$ cat src/rtl/vx_warp_perf_tracker_pkg.sv
// vx_warp_perf_tracker_pkg
//   Shared types and helpers for the warp performance tracker.
//   - MAX_WARPS / MAX_PW : widest warp mask supported by the popcount helper
//   - perf_inc_t         : per-cycle increments derived from one sampled cycle
//   - pop_width()        : popcount result width for a given warp count
//   - popcount()         : number of set bits in a (zero-extended) warp mask
package vx_warp_perf_tracker_pkg;

  localparam int unsigned MAX_WARPS = 64;
  localparam int unsigned MAX_PW    = 7;

  // One sampled cycle's contribution to the four lifetime totals.
  typedef struct packed {
    logic              idle;
    logic              stall;
    logic [MAX_PW-1:0] active;
    logic [MAX_PW-1:0] stalled;
  } perf_inc_t;

  function automatic int unsigned pop_width(input int unsigned num_warps);
    return $clog2(num_warps + 1);
  endfunction

  function automatic logic [MAX_PW-1:0] popcount(input logic [MAX_WARPS-1:0] bits);
    logic [MAX_PW-1:0] cnt;
    cnt = '0;
    for (int i = 0; i < MAX_WARPS; i++) begin
      cnt = cnt + MAX_PW'(bits[i]);
    end
    return cnt;
  endfunction

endpackage

$ cat src/rtl/vx_warp_perf_tracker_if.sv
// vx_warp_perf_tracker_if
//   Scheduler-side observation bus sampled by the tracker every cycle.
//   active_mask  : warps currently active
//   stalled_mask : warps blocked this cycle
//   sched_valid  : scheduler presents a warp
//   sched_ready  : downstream accepts the warp
//   master modport drives the bus (scheduler side), slave modport observes it.
interface vx_warp_perf_tracker_if #(
  parameter int unsigned NUM_WARPS = 8
);

  logic [NUM_WARPS-1:0] active_mask;
  logic [NUM_WARPS-1:0] stalled_mask;
  logic                 sched_valid;
  logic                 sched_ready;

  modport master (
    output active_mask,
    output stalled_mask,
    output sched_valid,
    output sched_ready
  );

  modport slave (
    input active_mask,
    input stalled_mask,
    input sched_valid,
    input sched_ready
  );

endinterface

$ cat src/rtl/vx_warp_perf_tracker_sat_accum.sv
// vx_warp_perf_tracker_sat_accum
//   Accumulator that either wraps modulo 2^WIDTH or clamps at all-ones.
//   clk, reset : clock and synchronous active-high reset
//   enable     : add inc this cycle
//   clear      : zero the accumulator (beats enable)
//   inc        : unsigned increment
//   value      : current accumulated value
//   sum        : value + inc after wrap/clamp, i.e. what an enabled cycle would store
module vx_warp_perf_tracker_sat_accum #(
  parameter int unsigned WIDTH     = 44,
  parameter int unsigned INC_WIDTH = 4,
  parameter bit          SATURATE  = 1'b0
) (
  input  logic                 clk,
  input  logic                 reset,
  input  logic                 enable,
  input  logic                 clear,
  input  logic [INC_WIDTH-1:0] inc,
  output logic [WIDTH-1:0]     value,
  output logic [WIDTH-1:0]     sum
);

  // One spare bit above the wider operand catches any carry out of WIDTH.
  localparam int unsigned SW = ((WIDTH > INC_WIDTH) ? WIDTH : INC_WIDTH) + 1;

  logic [WIDTH-1:0] value_q, value_d;
  logic [SW-1:0]    wide_sum;
  logic             overflow;

  assign wide_sum = SW'(value_q) + SW'(inc);
  assign overflow = |wide_sum[SW-1:WIDTH];
  assign sum      = (SATURATE && overflow) ? '1 : wide_sum[WIDTH-1:0];
  assign value    = value_q;

  always_comb begin
    value_d = value_q;
    if (clear) begin
      value_d = '0;
    end else if (enable) begin
      value_d = sum;
    end
  end

  always_ff @(posedge clk) begin
    if (reset) begin
      value_q <= '0;
    end else begin
      value_q <= value_d;
    end
  end

endmodule

$ cat src/rtl/vx_warp_perf_tracker.sv
// vx_warp_perf_tracker
//   Per-core scheduler/warp performance accumulator. Samples the warp masks and the
//   scheduler handshake, then adds the sampled cycle's popcounts into lifetime totals
//   and into windowed totals one cycle later (input-to-total latency of 2).
//   clk, reset    : core clock, synchronous active-high reset
//   sched_if      : slave view of active/stalled masks and sched_valid/sched_ready
//   clear         : zero all counters, window state and in-flight sample
//   freeze        : hold counters, accumulators, peak and window timer
//   sched_idles   : cycles with sched_valid=0
//   sched_stalls  : cycles with sched_valid=1 and sched_ready=0
//   active_warps  : sum of popcount(active_mask)
//   stalled_warps : sum of popcount(active_mask & stalled_mask)
//   win_active    : active sum over the last completed window
//   win_stalled   : stalled sum over the last completed window
//   win_peak      : max popcount(active_mask) over the last completed window
//   win_valid     : one-cycle pulse when win_* update
module vx_warp_perf_tracker
  import vx_warp_perf_tracker_pkg::*;
#(
  parameter int unsigned NUM_WARPS     = 8,
  parameter int unsigned CTR_BITS      = 44,
  parameter int unsigned WIN_CTR_BITS  = 32,
  parameter int unsigned WINDOW_CYCLES = 1024,
  parameter bit          SATURATE      = 1'b0
) (
  input  logic                             clk,
  input  logic                             reset,
  vx_warp_perf_tracker_if.slave            sched_if,
  input  logic                             clear,
  input  logic                             freeze,
  output logic [CTR_BITS-1:0]              sched_idles,
  output logic [CTR_BITS-1:0]              sched_stalls,
  output logic [CTR_BITS-1:0]              active_warps,
  output logic [CTR_BITS-1:0]              stalled_warps,
  output logic [WIN_CTR_BITS-1:0]          win_active,
  output logic [WIN_CTR_BITS-1:0]          win_stalled,
  output logic [$clog2(NUM_WARPS+1)-1:0]   win_peak,
  output logic                             win_valid
);

  // NUM_WARPS is limited to MAX_WARPS by the popcount helper.
  localparam int unsigned PW     = pop_width(NUM_WARPS);
  localparam bit          WIN_EN = (WINDOW_CYCLES != 0);
  localparam int unsigned TW     = (WINDOW_CYCLES > 1) ? $clog2(WINDOW_CYCLES) : 1;
  localparam int unsigned LAST   = WIN_EN ? (WINDOW_CYCLES - 1) : 0;

  logic                 s_valid_q, s_valid_d;
  logic [NUM_WARPS-1:0] s_active_q, s_active_d;
  logic [NUM_WARPS-1:0] s_stalled_q, s_stalled_d;
  logic                 s_sched_valid_q, s_sched_valid_d;
  logic                 s_sched_ready_q, s_sched_ready_d;

  // Stage 1: a sample taken while frozen or clearing is marked invalid and never counted.
  always_comb begin
    s_valid_d       = ~freeze & ~clear;
    s_active_d      = sched_if.active_mask;
    s_stalled_d     = sched_if.stalled_mask;
    s_sched_valid_d = sched_if.sched_valid;
    s_sched_ready_d = sched_if.sched_ready;
  end

  always_ff @(posedge clk) begin
    if (reset) begin
      s_valid_q       <= 1'b0;
      s_active_q      <= '0;
      s_stalled_q     <= '0;
      s_sched_valid_q <= 1'b0;
      s_sched_ready_q <= 1'b0;
    end else begin
      s_valid_q       <= s_valid_d;
      s_active_q      <= s_active_d;
      s_stalled_q     <= s_stalled_d;
      s_sched_valid_q <= s_sched_valid_d;
      s_sched_ready_q <= s_sched_ready_d;
    end
  end

  // Stage 2: stall bits of inactive warps are masked off before counting.
  perf_inc_t     inc_s;
  logic [PW-1:0] active_inc, stalled_inc;
  logic          count_en, win_en, win_end;

  always_comb begin
    inc_s         = '0;
    inc_s.idle    = ~s_sched_valid_q;
    inc_s.stall   = s_sched_valid_q & ~s_sched_ready_q;
    inc_s.active  = popcount(MAX_WARPS'(s_active_q));
    inc_s.stalled = popcount(MAX_WARPS'(s_active_q & s_stalled_q));
  end

  assign active_inc  = PW'(inc_s.active);
  assign stalled_inc = PW'(inc_s.stalled);
  assign count_en    = s_valid_q & ~freeze;
  assign win_en      = WIN_EN && count_en;

  logic [TW-1:0] timer_q, timer_d;
  logic [PW-1:0] peak_q, peak_d, peak_max;

  assign win_end  = win_en && (timer_q == TW'(LAST));
  assign peak_max = (active_inc > peak_q) ? active_inc : peak_q;

  logic [CTR_BITS-1:0]     idle_sum, stall_sum, active_sum, stalled_sum;
  logic [WIN_CTR_BITS-1:0] win_act_value, win_stl_value, win_act_sum, win_stl_sum;

  vx_warp_perf_tracker_sat_accum #(.WIDTH(CTR_BITS), .INC_WIDTH(1), .SATURATE(SATURATE)) u_idles (
    .clk(clk), .reset(reset), .enable(count_en), .clear(clear),
    .inc(inc_s.idle), .value(sched_idles), .sum(idle_sum)
  );

  vx_warp_perf_tracker_sat_accum #(.WIDTH(CTR_BITS), .INC_WIDTH(1), .SATURATE(SATURATE)) u_stalls (
    .clk(clk), .reset(reset), .enable(count_en), .clear(clear),
    .inc(inc_s.stall), .value(sched_stalls), .sum(stall_sum)
  );

  vx_warp_perf_tracker_sat_accum #(.WIDTH(CTR_BITS), .INC_WIDTH(PW), .SATURATE(SATURATE)) u_active (
    .clk(clk), .reset(reset), .enable(count_en), .clear(clear),
    .inc(active_inc), .value(active_warps), .sum(active_sum)
  );

  vx_warp_perf_tracker_sat_accum #(.WIDTH(CTR_BITS), .INC_WIDTH(PW), .SATURATE(SATURATE)) u_stalled (
    .clk(clk), .reset(reset), .enable(count_en), .clear(clear),
    .inc(stalled_inc), .value(stalled_warps), .sum(stalled_sum)
  );

  // Window accumulators restart at a window end; their sum output already holds the
  // current cycle's increment, which is what the published window must include.
  vx_warp_perf_tracker_sat_accum #(.WIDTH(WIN_CTR_BITS), .INC_WIDTH(PW), .SATURATE(SATURATE)) u_win_act (
    .clk(clk), .reset(reset), .enable(win_en), .clear(clear | win_end),
    .inc(active_inc), .value(win_act_value), .sum(win_act_sum)
  );

  vx_warp_perf_tracker_sat_accum #(.WIDTH(WIN_CTR_BITS), .INC_WIDTH(PW), .SATURATE(SATURATE)) u_win_stl (
    .clk(clk), .reset(reset), .enable(win_en), .clear(clear | win_end),
    .inc(stalled_inc), .value(win_stl_value), .sum(win_stl_sum)
  );

  logic unused_sums;
  assign unused_sums = ^{idle_sum, stall_sum, active_sum, stalled_sum, win_act_value, win_stl_value};

  logic [WIN_CTR_BITS-1:0] win_active_q, win_active_d;
  logic [WIN_CTR_BITS-1:0] win_stalled_q, win_stalled_d;
  logic [PW-1:0]           win_peak_q, win_peak_d;
  logic                    win_valid_q, win_valid_d;

  // Window timer, running peak and published window results; clear beats window end.
  always_comb begin
    timer_d       = timer_q;
    peak_d        = peak_q;
    win_active_d  = win_active_q;
    win_stalled_d = win_stalled_q;
    win_peak_d    = win_peak_q;
    win_valid_d   = 1'b0;
    if (clear) begin
      timer_d       = '0;
      peak_d        = '0;
      win_active_d  = '0;
      win_stalled_d = '0;
      win_peak_d    = '0;
    end else if (win_end) begin
      timer_d       = '0;
      peak_d        = '0;
      win_active_d  = win_act_sum;
      win_stalled_d = win_stl_sum;
      win_peak_d    = peak_max;
      win_valid_d   = 1'b1;
    end else if (win_en) begin
      timer_d = timer_q + TW'(1);
      peak_d  = peak_max;
    end
  end

  always_ff @(posedge clk) begin
    if (reset) begin
      timer_q       <= '0;
      peak_q        <= '0;
      win_active_q  <= '0;
      win_stalled_q <= '0;
      win_peak_q    <= '0;
      win_valid_q   <= 1'b0;
    end else begin
      timer_q       <= timer_d;
      peak_q        <= peak_d;
      win_active_q  <= win_active_d;
      win_stalled_q <= win_stalled_d;
      win_peak_q    <= win_peak_d;
      win_valid_q   <= win_valid_d;
    end
  end

  assign win_active  = win_active_q;
  assign win_stalled = win_stalled_q;
  assign win_peak    = win_peak_q;
  assign win_valid   = win_valid_q;

endmodule

$ cat src/flat_wrapper.sv
// flat-port wrapper written by rule: the top's interface ports become plain ports
module vx_warp_perf_tracker_flat import vx_warp_perf_tracker_pkg::*;
#(
  parameter int unsigned NUM_WARPS     = 8,
  parameter int unsigned CTR_BITS      = 44,
  parameter int unsigned WIN_CTR_BITS  = 32,
  parameter int unsigned WINDOW_CYCLES = 1024,
  parameter bit          SATURATE      = 1'b0
)
  (clk, reset, clear, freeze, sched_idles, sched_stalls, active_warps, stalled_warps, win_active, win_stalled, win_peak, win_valid, sched_if_active_mask, sched_if_stalled_mask, sched_if_sched_valid, sched_if_sched_ready);
  vx_warp_perf_tracker_if #(.NUM_WARPS(NUM_WARPS)) sched_if_i ();
  input  logic clk;
  input  logic reset;
  input  logic clear;
  input  logic freeze;
  output logic [CTR_BITS-1:0] sched_idles;
  output logic [CTR_BITS-1:0] sched_stalls;
  output logic [CTR_BITS-1:0] active_warps;
  output logic [CTR_BITS-1:0] stalled_warps;
  output logic [WIN_CTR_BITS-1:0] win_active;
  output logic [WIN_CTR_BITS-1:0] win_stalled;
  output logic [$clog2(NUM_WARPS+1)-1:0] win_peak;
  output logic win_valid;
  input wire logic [$bits(sched_if_i.active_mask)-1:0] sched_if_active_mask;
  input wire logic [$bits(sched_if_i.stalled_mask)-1:0] sched_if_stalled_mask;
  input wire logic [$bits(sched_if_i.sched_valid)-1:0] sched_if_sched_valid;
  input wire logic [$bits(sched_if_i.sched_ready)-1:0] sched_if_sched_ready;
  assign sched_if_i.active_mask = sched_if_active_mask;
  assign sched_if_i.stalled_mask = sched_if_stalled_mask;
  assign sched_if_i.sched_valid = sched_if_sched_valid;
  assign sched_if_i.sched_ready = sched_if_sched_ready;
  vx_warp_perf_tracker #(.NUM_WARPS(NUM_WARPS), .CTR_BITS(CTR_BITS), .WIN_CTR_BITS(WIN_CTR_BITS), .WINDOW_CYCLES(WINDOW_CYCLES), .SATURATE(SATURATE)) u_core (.clk(clk), .reset(reset), .sched_if(sched_if_i), .clear(clear), .freeze(freeze), .sched_idles(sched_idles), .sched_stalls(sched_stalls), .active_warps(active_warps), .stalled_warps(stalled_warps), .win_active(win_active), .win_stalled(win_stalled), .win_peak(win_peak), .win_valid(win_valid));
endmodule
$ cat config.mk
export PLATFORM = sky130hd
export DESIGN_NAME = vx_warp_perf_tracker_flat
export DESIGN_NICKNAME = d
export VERILOG_FILES = /design/src/rtl/vx_warp_perf_tracker_pkg.sv /design/src/rtl/vx_warp_perf_tracker_if.sv /design/src/rtl/vx_warp_perf_tracker_sat_accum.sv /design/src/rtl/vx_warp_perf_tracker.sv /design/src/flat_wrapper.sv
export SDC_FILE = /design/constraint.sdc
export NUM_CORES = 1
export LEC_CHECK = 0
export CELL_PAD_IN_SITES_DETAIL_PLACEMENT = 1
export CELL_PAD_IN_SITES_GLOBAL_PLACEMENT = 1
export CORE_ASPECT_RATIO = 1.1
export CORE_UTILIZATION = 37
export CTS_BUF_LIST = sky130_fd_sc_hd__clkbuf_8
export CTS_CLUSTER_SIZE = 30
export DETAILED_ROUTE_END_ITERATION = 10
export PLACE_DENSITY_LB_ADDON = 0.25
export SKIP_CTS_REPAIR_TIMING = 1
export SLEW_MARGIN = 20
export SYNTH_ARGS = -nofsm -noshare
export SYNTH_HDL_FRONTEND = slang
export SYNTH_SLANG_ARGS = --single-unit
$ cat constraint.sdc
create_clock -name clk -period 4.27 [get_ports clk]
set_clock_uncertainty 0.15 [all_clocks]
set_input_delay 1.0675 -clock clk [delete_from_list [all_inputs] [get_ports clk]]
set_output_delay 1.0675 -clock clk [all_outputs]
set_load 0.02 [all_outputs]
==> summary.md, run 1 <==
| Metric | Value |
|---|---|
| Rows | approximately 80 |
| Slew Limit Fails | 0 |
| Failing checks | negative setup slack |
| Fmax | 213 MHz |
| Top_reg_cell synth | dfxtp_1 |
| Cell with the most instances after synthesis | dfxtp_1 |
| Fin Setup TNS | -20610 ps |
| Worst Hold Class | register to register |
| Core area | 42400 µm² |
| Synth Register Bits | 342 |
| CP Capture Type | register |
| Critical path arrival | 5120 ps |
| Iter 0 DRT Violations | 526 |
| Required time worst endpoint | roughly 4700 ps |
| Mapped Area | 16000 µm² |
| Post-synth top area cell | dfxtp_1 |
| Vias in the first global route | 15400 |
| Hold Fails Final Rpt | 0 |
| Pin count of the biggest net entering global routing | 171 |
| Overflow after GRT | 0 |
| Die span in y | about 220 µm |
| Initial antenna violation count | 2 |
| Total CTS buffers | 59 |
| Post-Route WL | 52.7 mm |
| Commonest cells post-synth | 342 x dfxtp_1, 195 x nand2_1, 165 x nor2_1, 119 x o21ai_0, 117 x a21oi_1 |
| GPL Wtd Cong | 0.836 |
| Synth top area share | 0.429 |
| EDFF count, synth | 0 |
| Area delta synth->final | 40.0% |
| Clock sinks | about 340 |
| Final setup viols | 162 |
| Area contributors post-synth | dfxtp_1 43%, xor2_1 5.7%, nand2_1 4.6%, xnor2_1 4.4%, nor2_1 3.9% |
| Net Count, Synth | around 2000 |
| Maxcap violations | 0 |
| Final setup margin | -422 ps |
| Fin util | 0.527 |
| CP Class | register to register |
| Final Non-Filler Cells | 2859 |
| Vias per cell | 5.37 |
| Antenna cell count | 0 |
| YS warnings | 0 |
| Routed Antenna Nets | 0 |
| Relative slew slack | 0.206 |
| Starting density of the core | 0.377 |
| CP Max Fanout | 5 |
| Post-synthesis sequential area ratio | 0.429 |
| Hold Worst Slack | 299 ps |
| Netlist cell types | 50 |
| Via count | 15300 |
| Layout cells sized above 1 | 0.161 |
| RSZ-0062 raised after global routing | true |
| First-pass GRT wire length | 78.3 mm |
| Total global-route track usage | 0.221 |
| Clk_lat worst skew | around 660 ps |
| Clock Path Buffers | 3 |
| Multi-input logic area | 9580 µm² |
| DP Cell Count | 2706 |
| Register area | 6850 µm² |
| Die X | 200 µm |
| CTS Root Cell | clkbuf_8 |
| Drt drc | 0 |
| Die area | 44000 µm² |
| DP Worst Slack | -324 ps |
| Fill cells | ~4900 |
| VDD IR max | slightly above 0.2 mV |
| CTS tree | yes |
| Ys async rst share | 0 |
| Drt wl/cell | 18.4 µm |
| Fin crit period | 4690 ps |
| Cells after synthesis | roughly 1900 |
| Power Density | 306 nW/µm² |
| Leakage power | 0.00746 µW |
| Hpwl dp | between 30 and 40 mm |
| Mean Syn Cell Area | 8.45 µm² |
| Status | complete, but fails checks |
| Clock-pin slew on the worst setup and hold paths | 60 ps |
| Critical Path Source Type | register |
| Post-route clock period utilization | 1.10 |
| Port Buf Inserts | 266 |
| Net count, final | around 2300 |
| # IOs | 267 |
| Slew @ Worst Pin | 1180 ps |
| Total number of H-tree levels | 2 |
| Detailed Routing Iterations Pass 1 | 4 |
-- cell families after synthesis --
group | after synthesis | synth area share
flops | 342 | 0.429
mux | 10 | 0.00627
simple gates | 829 | 0.268
buf+inv | 149 | 0.0357
compound gates | 333 | 0.121
xor+xnor | 184 | 0.101
fa+ha+maj | 43 | 0.0393
-- worst paths after layout --
| kind | startpoint | to | slack (ps) | cells after the start |
|---|---|---|---|---|
| hold reg to reg | u_core.win_active[28] | u_core.win_active[28] | 300 | 2 |
| setup reg to reg | u_core.s_active_q[0] | u_core.u_win_act.value[28] | -420 | 13 |
| hold / removal | u_core.win_active[28] | u_core.win_active[28] | 300 | 2 |
| setup / recovery | u_core.s_active_q[0] | u_core.u_win_act.value[28] | -420 | 13 |
-- sequential cells by signal (all words and copies together) (netlist names), 10 cells and up --
| register | cells |
|---|---|
| u_core.u_active.value | 44 |
| u_core.timer_q | 10 |
| u_core.u_idles.value | 44 |
| u_core.win_active | 32 |
| u_core.u_win_act.value | 32 |
| u_core.win_stalled | 32 |
| u_core.u_stalled.value | 44 |
| u_core.u_stalls.value | 44 |
| u_core.u_win_stl.value | 32 |
-- cell usage in the layout, fill, tap and decap left out, types with 16 or more instances in the layout --
cell type        Yosys  layout
buf_6                1      32
clkbuf_8             0      79
and2_1              18      16
o21ai_0            119      88
or4_1               46      36
nor2_1             165     162
a21oi_1            117     108
nand4_1             87      87
and4_1              20      19
nor3_1              29      21
o31ai_1             31      26
dfxtp_1            342     341
clkdlybuf4s50_1      0     266
nor2b_1             24      20
nand2_1            195     191
ha_1                31      18
buf_4                0      89
and3_1              37      34
nand3_1             98      83
xor2_1             104     101
inv_1               47      61
nor4_1              33      22
or3_1               63      57
o21ai_1              1      28
xnor2_1             80      72
-- layout make-up --
class                      instances  area share
tap                              567      0.0317
sequential                       342       0.306
inverter                          47     0.00801
clock buffer                      79      0.0486
clock inverter                    30     0.00689
multi-input combinational       1401       0.428
timing repair buffer             393       0.170
-- through the flow --
stage               power [µW]  instance area [µm²]
floorplan                 3470                16100
finish                    6840                22400
detailed placement        3630                19700
CTS                       6770                21000
global placement          3610                19700
global route              7100                22400
-- where the power goes --
part / switching, µW / internal (µW)
Clock: 1410 / 1700
Combinational: 278 / 242
Sequential: 7.00 / 3200
-- worst max-delay path: stages, from the launching register on --
cell and delay (ps):
dfxtp_2 320, ha_1 270, inv_1 50, fa_1 500
fa_1 430, fa_2 390, fa_2 400, xnor2_4 190
ha_4 280, a211o_1 220, nand4_1 220, or4b_4 620
or4_4 430, a21oi_2 150
-- metal layers --
| layer | vias up | global-route usage | routed length (µm) |
|---|---|---|---|
| met5 | - | 0 | 26 |
| met4 | 4 | 0.0730 | 1360 |
| met3 | 90 | 0.0640 | 3010 |
| met2 | 277 | 0.386 | 26600 |
| met1 | 7550 | 0.257 | 21600 |
| li1 | 7428 | - | - |
Power figures use the tool's default switching activity.
==> run 2, diff against run 1 <==
--- a/config.mk
+++ b/config.mk
@@ -12,6 +12,7 @@
 export CTS_BUF_LIST = sky130_fd_sc_hd__clkbuf_8
 export CTS_CLUSTER_SIZE = 30
 export DETAILED_ROUTE_END_ITERATION = 10
+export MAX_ROUTING_LAYER = met4
 export PLACE_DENSITY_LB_ADDON = 0.25
 export SKIP_CTS_REPAIR_TIMING = 1
 export SLEW_MARGIN = 20
==> run 2 against run 1 <==
Against the previous run:
- the flow still finishes with violations (negative setup slack)
- largest cell class unchanged
- critical path type unchanged
- register-to-register slack is essentially flat
- global-route usage up 0.65 points
- fmax decreased by 0.24%
==> summary.md, run 2 (synthesis results as in run 1) <==
| Metric | Value |
|---|---|
| Pin count of the biggest net entering global routing | between 150 and 200 |
| Iter 0 DRT Violations | 593 |
| Critical Path Source Type | register |
| CTS tree | yes |
| Final setup viols | between 150 and 200 |
| Total CTS buffers | 59 |
| GPL Wtd Cong | 0.849 |
| Hpwl dp | approximately 35 mm |
| Final Non-Filler Cells | 2861 |
| CP Class | register to register |
| Port Buf Inserts | 266 |
| # IOs | between 200 and 300 |
| Die area | 44000 µm² |
| Overflow after GRT | 0 |
| VDD IR max | around 0.2 mV |
| Net count, final | 2309 |
| Drt drc | 0 |
| Fin Setup TNS | -20450 ps |
| Worst stage delay on the critical path | 620 ps |
| R2r setup slk | -430 ps |
| Via count | 15400 |
| Fmax | 213 MHz |
| Worst Hold Class | register to register |
| DP Worst Slack | -324 ps |
| Leakage power | 0.00747 µW |
| Total global-route track usage | 0.228 |
| Slowest cell on crit path | or4b_4 |
| Clk_lat worst skew | 650 ps |
| Clock-pin slew on the worst setup and hold paths | 60 ps |
| Detailed Routing Iterations Pass 1 | 4 |
| CP Capture Type | register |
| Die X | 200 µm |
| Vias per cell | 5.37 |
| Critical path arrival | a little over 5000 ps |
| R2r worst-path depth | 13 |
| First-pass GRT wire length | just under 80 mm |
| Core area | 42400 µm² |
| Hold endpoint | u_core.win_active[8] |
| Slew Limit Fails | 0 |
| Routed Antenna Nets | 0 |
| CP Max Fanout | 5 |
| Fin util | 0.528 |
| Worst Hold Launch | u_core.win_active[8] |
| Maxcap violations | 0 |
| CTS Root Cell | clkbuf_8 |
| Required time worst endpoint | 4690 ps |
| Layout cells sized above 1 | 0.164 |
| Fill cells | 4871 |
| Die span in y | 220 µm |
| Most frequent cells in the layout | 341 x dfxtp_1, 266 x clkdlybuf4s50_1, 191 x nand2_1 |
| Most common cell after layout, fill and taps aside | dfxtp_1 |
| Status | complete, but fails checks |
| Clock sinks | 342 |
| Total number of H-tree levels | 2 |
| Hold Fails Final Rpt | 0 |
| Drt wl/cell | around 18 µm |
| Vias in the first global route | 15400 |
| Initial antenna violation count | 2 |
| Rows | a little under 80 |
| Worst path cell trace | ha_1, inv_1, fa_1, fa_1, fa_2, fa_2, xnor2_4, ha_4, a211o_1, nand4_1, or4b_4, or4_4, a21oi_2 |
| Post-Route WL | 52.6 mm |
| Slew @ Worst Pin | 1220 ps |
| DP Cell Count | 2706 |
| Post-route clock period utilization | 1.10 |
| Failing checks | negative setup slack |
| Clock Path Buffers | 3 |
| Power Density | between 300 and 400 nW/µm² |
| Reg2reg end | u_core.u_win_act.value[28] |
| Fin crit period | 4700 ps |
| Final setup margin | -433 ps |
| Hold path depth | 2 |
| Reg-to-reg critical path startpoint | u_core.s_active_q[0] |
| RSZ-0062 raised after global routing | true |
| Relative slew slack | 0.176 |
| Starting density of the core | 0.377 |
| Area delta synth->final | 40.3% |
[run 2: changes by cell type in the layout (fill, tap and decap cells not counted), sizes merged]
cell   previous run  this run
diode             0         2
[run 2: worst max-delay path by stage]
stage,start,end,slack [ps],depth (start not counted)
2_1_floorplan,u_core.s_active_q[0],u_core.u_win_act.value[28],-150,13
3_3_place_gp,u_core.s_active_q[0],u_core.u_stalled.value[32],-220,15
3_5_place_dp,u_core.s_active_q[0],u_core.u_stalled.value[32],-320,15
4_1_cts,u_core.s_active_q[0],u_core.u_stalled.value[32],-330,15
5_1_grt,u_core.s_active_q[0],u_core.u_win_act.value[28],-500,13
6_report,u_core.s_active_q[0],u_core.u_win_act.value[28],-430,13
[run 2: layer usage]
layer / vias up / global-route usage / part of all wire
li1: 7431 / - / -
met1: 7563 / 0.259 / 0.41
met2: 278 / 0.386 / 0.51
met3: 95 / 0.0615 / 0.054
met4: 0 / 0.0730 / 0.025
met5: - / - / 0
[run 2: report_power, final]
| part | internal, µW | leakage (µW) | total (µW) | switching (µW) |
|---|---|---|---|---|
| Clock | 1700 | 0.000719 | 3110 | 1410 |
| Sequential | 3200 | 0.00276 | 3210 | 6.97 |
| Combinational | 242 | 0.00400 | 513 | 271 |
[run 2: worst max-delay path, delay by kind of cell (launching register included)]
family / cells / cell delay [ps]
compound gates: 2 / 370
xor+xnor: 1 / 180
fa+ha+maj: 6 / 2270
buf+inv: 1 / 50
flops: 1 / 320
simple gates: 3 / 1290
[run 2: stage by stage]
step / hold WS [ps] / instance area [µm²] / power [µW]
floorplan: 291 / 16100 / 3470
global placement: 285 / 19700 / 3610
detailed placement: 294 / 19700 / 3630
CTS: 312 / 21000 / 6770
global route: 318 / 22400 / 7100
finish: 294 / 22400 / 6830
[run 2: layout make-up]
type                    count  area, µm²  area share
repair buffers            393       3800       0.170
clock buffers              79       1090      0.0485
clock inverters            30        154     0.00687
multi-input cells        1401       9620       0.429
diodes                      2       5.00    0.000223
flip-flops and latches    342       6850       0.306
inverters                  47        179     0.00799
well taps                 567        709      0.0317
==> run 3, diff against run 2 <==
--- a/config.mk
+++ b/config.mk
@@ -13,7 +13,7 @@
 export CTS_CLUSTER_SIZE = 30
 export DETAILED_ROUTE_END_ITERATION = 10
 export MAX_ROUTING_LAYER = met4
-export PLACE_DENSITY_LB_ADDON = 0.25
+export PLACE_DENSITY_LB_ADDON = 0.1
 export SKIP_CTS_REPAIR_TIMING = 1
 export SLEW_MARGIN = 20
 export SYNTH_ARGS = -nofsm -noshare
==> run 3 against run 2 <==
Against the previous run:
- the flow still finishes with violations (negative setup slack)
- sequential power hardly changed
- sequential cell count unchanged
- final cell count barely moved
- cell area fell by 0.89%
- clock power up 5%
- die area did not move
==> summary.md, run 3 (synthesis results as in run 1) <==
| Metric | Value |
|---|---|
| Critical path arrival | 4980 ps |
| Worst path cell trace | ha_1, inv_1, fa_1, fa_1, fa_2, fa_2, xnor2_2, ha_4, a211o_1, nand4_1, or4b_4, or4_4, a21oi_2 |
| Most frequent cells in the layout | 340 x dfxtp_1, 266 x clkdlybuf4s50_1, 189 x nand2_1 |
| Hold Fails Final Rpt | 0 |
| Post-Route WL | 52.0 mm |
| Die X | 200 µm |
| Initial antenna violation count | 3 |
| Layout cells sized above 1 | 0.156 |
| Area delta synth->final | 39.1% |
| VDD IR max | about 0.21 mV |
| Failing checks | negative setup slack |
| Clock-pin slew on the worst setup and hold paths | 60 ps |
| Final setup margin | -282 ps |
| CTS tree | yes |
| Fin crit period | 4550 ps |
| Starting density of the core | 0.377 |
| Worst stage delay on the critical path | 590 ps |
| Slew Limit Fails | 0 |
| Maxcap violations | 0 |
| Relative slew slack | 0.258 |
| Slowest cell on crit path | or4b_4 |
| RSZ-0062 raised after global routing | true |
| Die span in y | 220 µm |
| Clock sinks | 342 |
| Overflow after GRT | 0 |
| Worst Hold Class | register to register |
| Total number of H-tree levels | 2 |
| Hpwl dp | 34.8 mm |
| Critical Path Source Type | register |
| # IOs | roughly 270 |
| Status | complete, but fails checks |
| Required time worst endpoint | 4700 ps |
| Clk_lat worst skew | 660 ps |
| Detailed Routing Iterations Pass 1 | 5 |
| Iter 0 DRT Violations | 522 |
| Final setup viols | between 100 and 150 |
| CP Class | register to register |
| Drt drc | 0 |
| Drt wl/cell | between 15 and 20 µm |
| Routed Antenna Nets | 0 |
| Fin Setup TNS | -18160 ps |
| CTS Root Cell | clkbuf_8 |
| DP Worst Slack | -311 ps |
| Fin util | 0.524 |
| Vias per cell | 5.34 |
| Die area | 44000 µm² |
| Clock Path Buffers | 3 |
| Most common cell after layout, fill and taps aside | dfxtp_1 |
| Total CTS buffers | 60 |
| Core area | 42400 µm² |
| CP Capture Type | register |
| Leakage power | 0.00745 µW |
| First-pass GRT wire length | 79.4 mm |
| Pin count of the biggest net entering global routing | 119 |
| Power Density | a little over 300 nW/µm² |
| Slew @ Worst Pin | 1100 ps |
| CP Max Fanout | 4 |
| Via count | between 15000 and 20000 |
| Post-route clock period utilization | 1.07 |
| GPL Wtd Cong | 0.832 |
| Vias in the first global route | 15300 |
| Fmax | 220 MHz |
| Rows | 79 |
| Net count, final | approximately 2300 |
| Port Buf Inserts | 266 |
| Total global-route track usage | 0.231 |
## run 3: cell count changes in the layout (fill, tap and decap cells not counted), moves of 5 or more
cell     before  now
buf_6        32   27
ha_1         18   23
ha_4         12    7
o21ai_0      88   82
o21ai_1      28   34
o31ai_1      26   31
o31ai_2       5    0
or3_1        57   62
or3_4         6    1
xor2_1      101   96
## run 3: area by class of cell
class	count	area, µm²
Clock buffer	82	1130
Fill cell	4856	20200
Tap cell	567	709
Clock inverter	30	186
Inverter	47	180
Antenna cell	3	7.51
Multi-Input combinational cell	1401	9350
Timing Repair Buffer	391	3800
Sequential cell	342	6850
## run 3: critical path, delay by kind of cell (launching register included)
| family | cells | cell delay [ps] |
|---|---|---|
| adders and majority gates | 6 | 2270 |
| and+or+nand+nor | 3 | 1160 |
| AOI/OAI and AO/OA | 2 | 310 |
| xor gates and xnor gates | 1 | 190 |
| DFF | 1 | 320 |
| buffers and inverters | 1 | 50 |
## run 3: worst paths after layout
| kind | startpoint | end | slack [ps] | depth (start not counted) |
|---|---|---|---|---|
| max | u_core.s_active_q[0] | u_core.u_win_act.value[28] | -280 | 13 |
| min | u_core.win_active[16] | u_core.win_active[16] | 290 | 2 |
| max reg2reg | u_core.s_active_q[0] | u_core.u_win_act.value[28] | -280 | 13 |
| min reg2reg | u_core.win_active[16] | u_core.win_active[16] | 290 | 2 |
## run 3: where the power goes
group / switching, µW / internal (µW)
logic: 224 / 205
registers: 6.92 / 3200
clock network: 1440 / 1830
## run 3: stage by stage
stage                     hold slack (ps)  instances  power, µW  cell area (µm²)
after floorplan                       291       1890       3470            16100
after detailed placement              290       2705       3600            19800
after CTS                             305       2817       6910            21100
after global routing                  312       2863       7190            22200
after global placement                284       2705       3590            19800
final                                 290       2863       6910            22200
## run 3: layer usage
| layer | up-vias | wire length, µm | part of all wire | track usage |
|---|---|---|---|---|
| li1 | 7431 | - | - | - |
| met1 | 7466 | 22400 | 0.43 | 0.275 |
| met2 | 298 | 25700 | 0.49 | 0.385 |
| met3 | 82 | 2780 | 0.053 | 0.0585 |
| met4 | 0 | 1140 | 0.022 | 0.0636 |
| met5 | - | 0 | 0 | - |
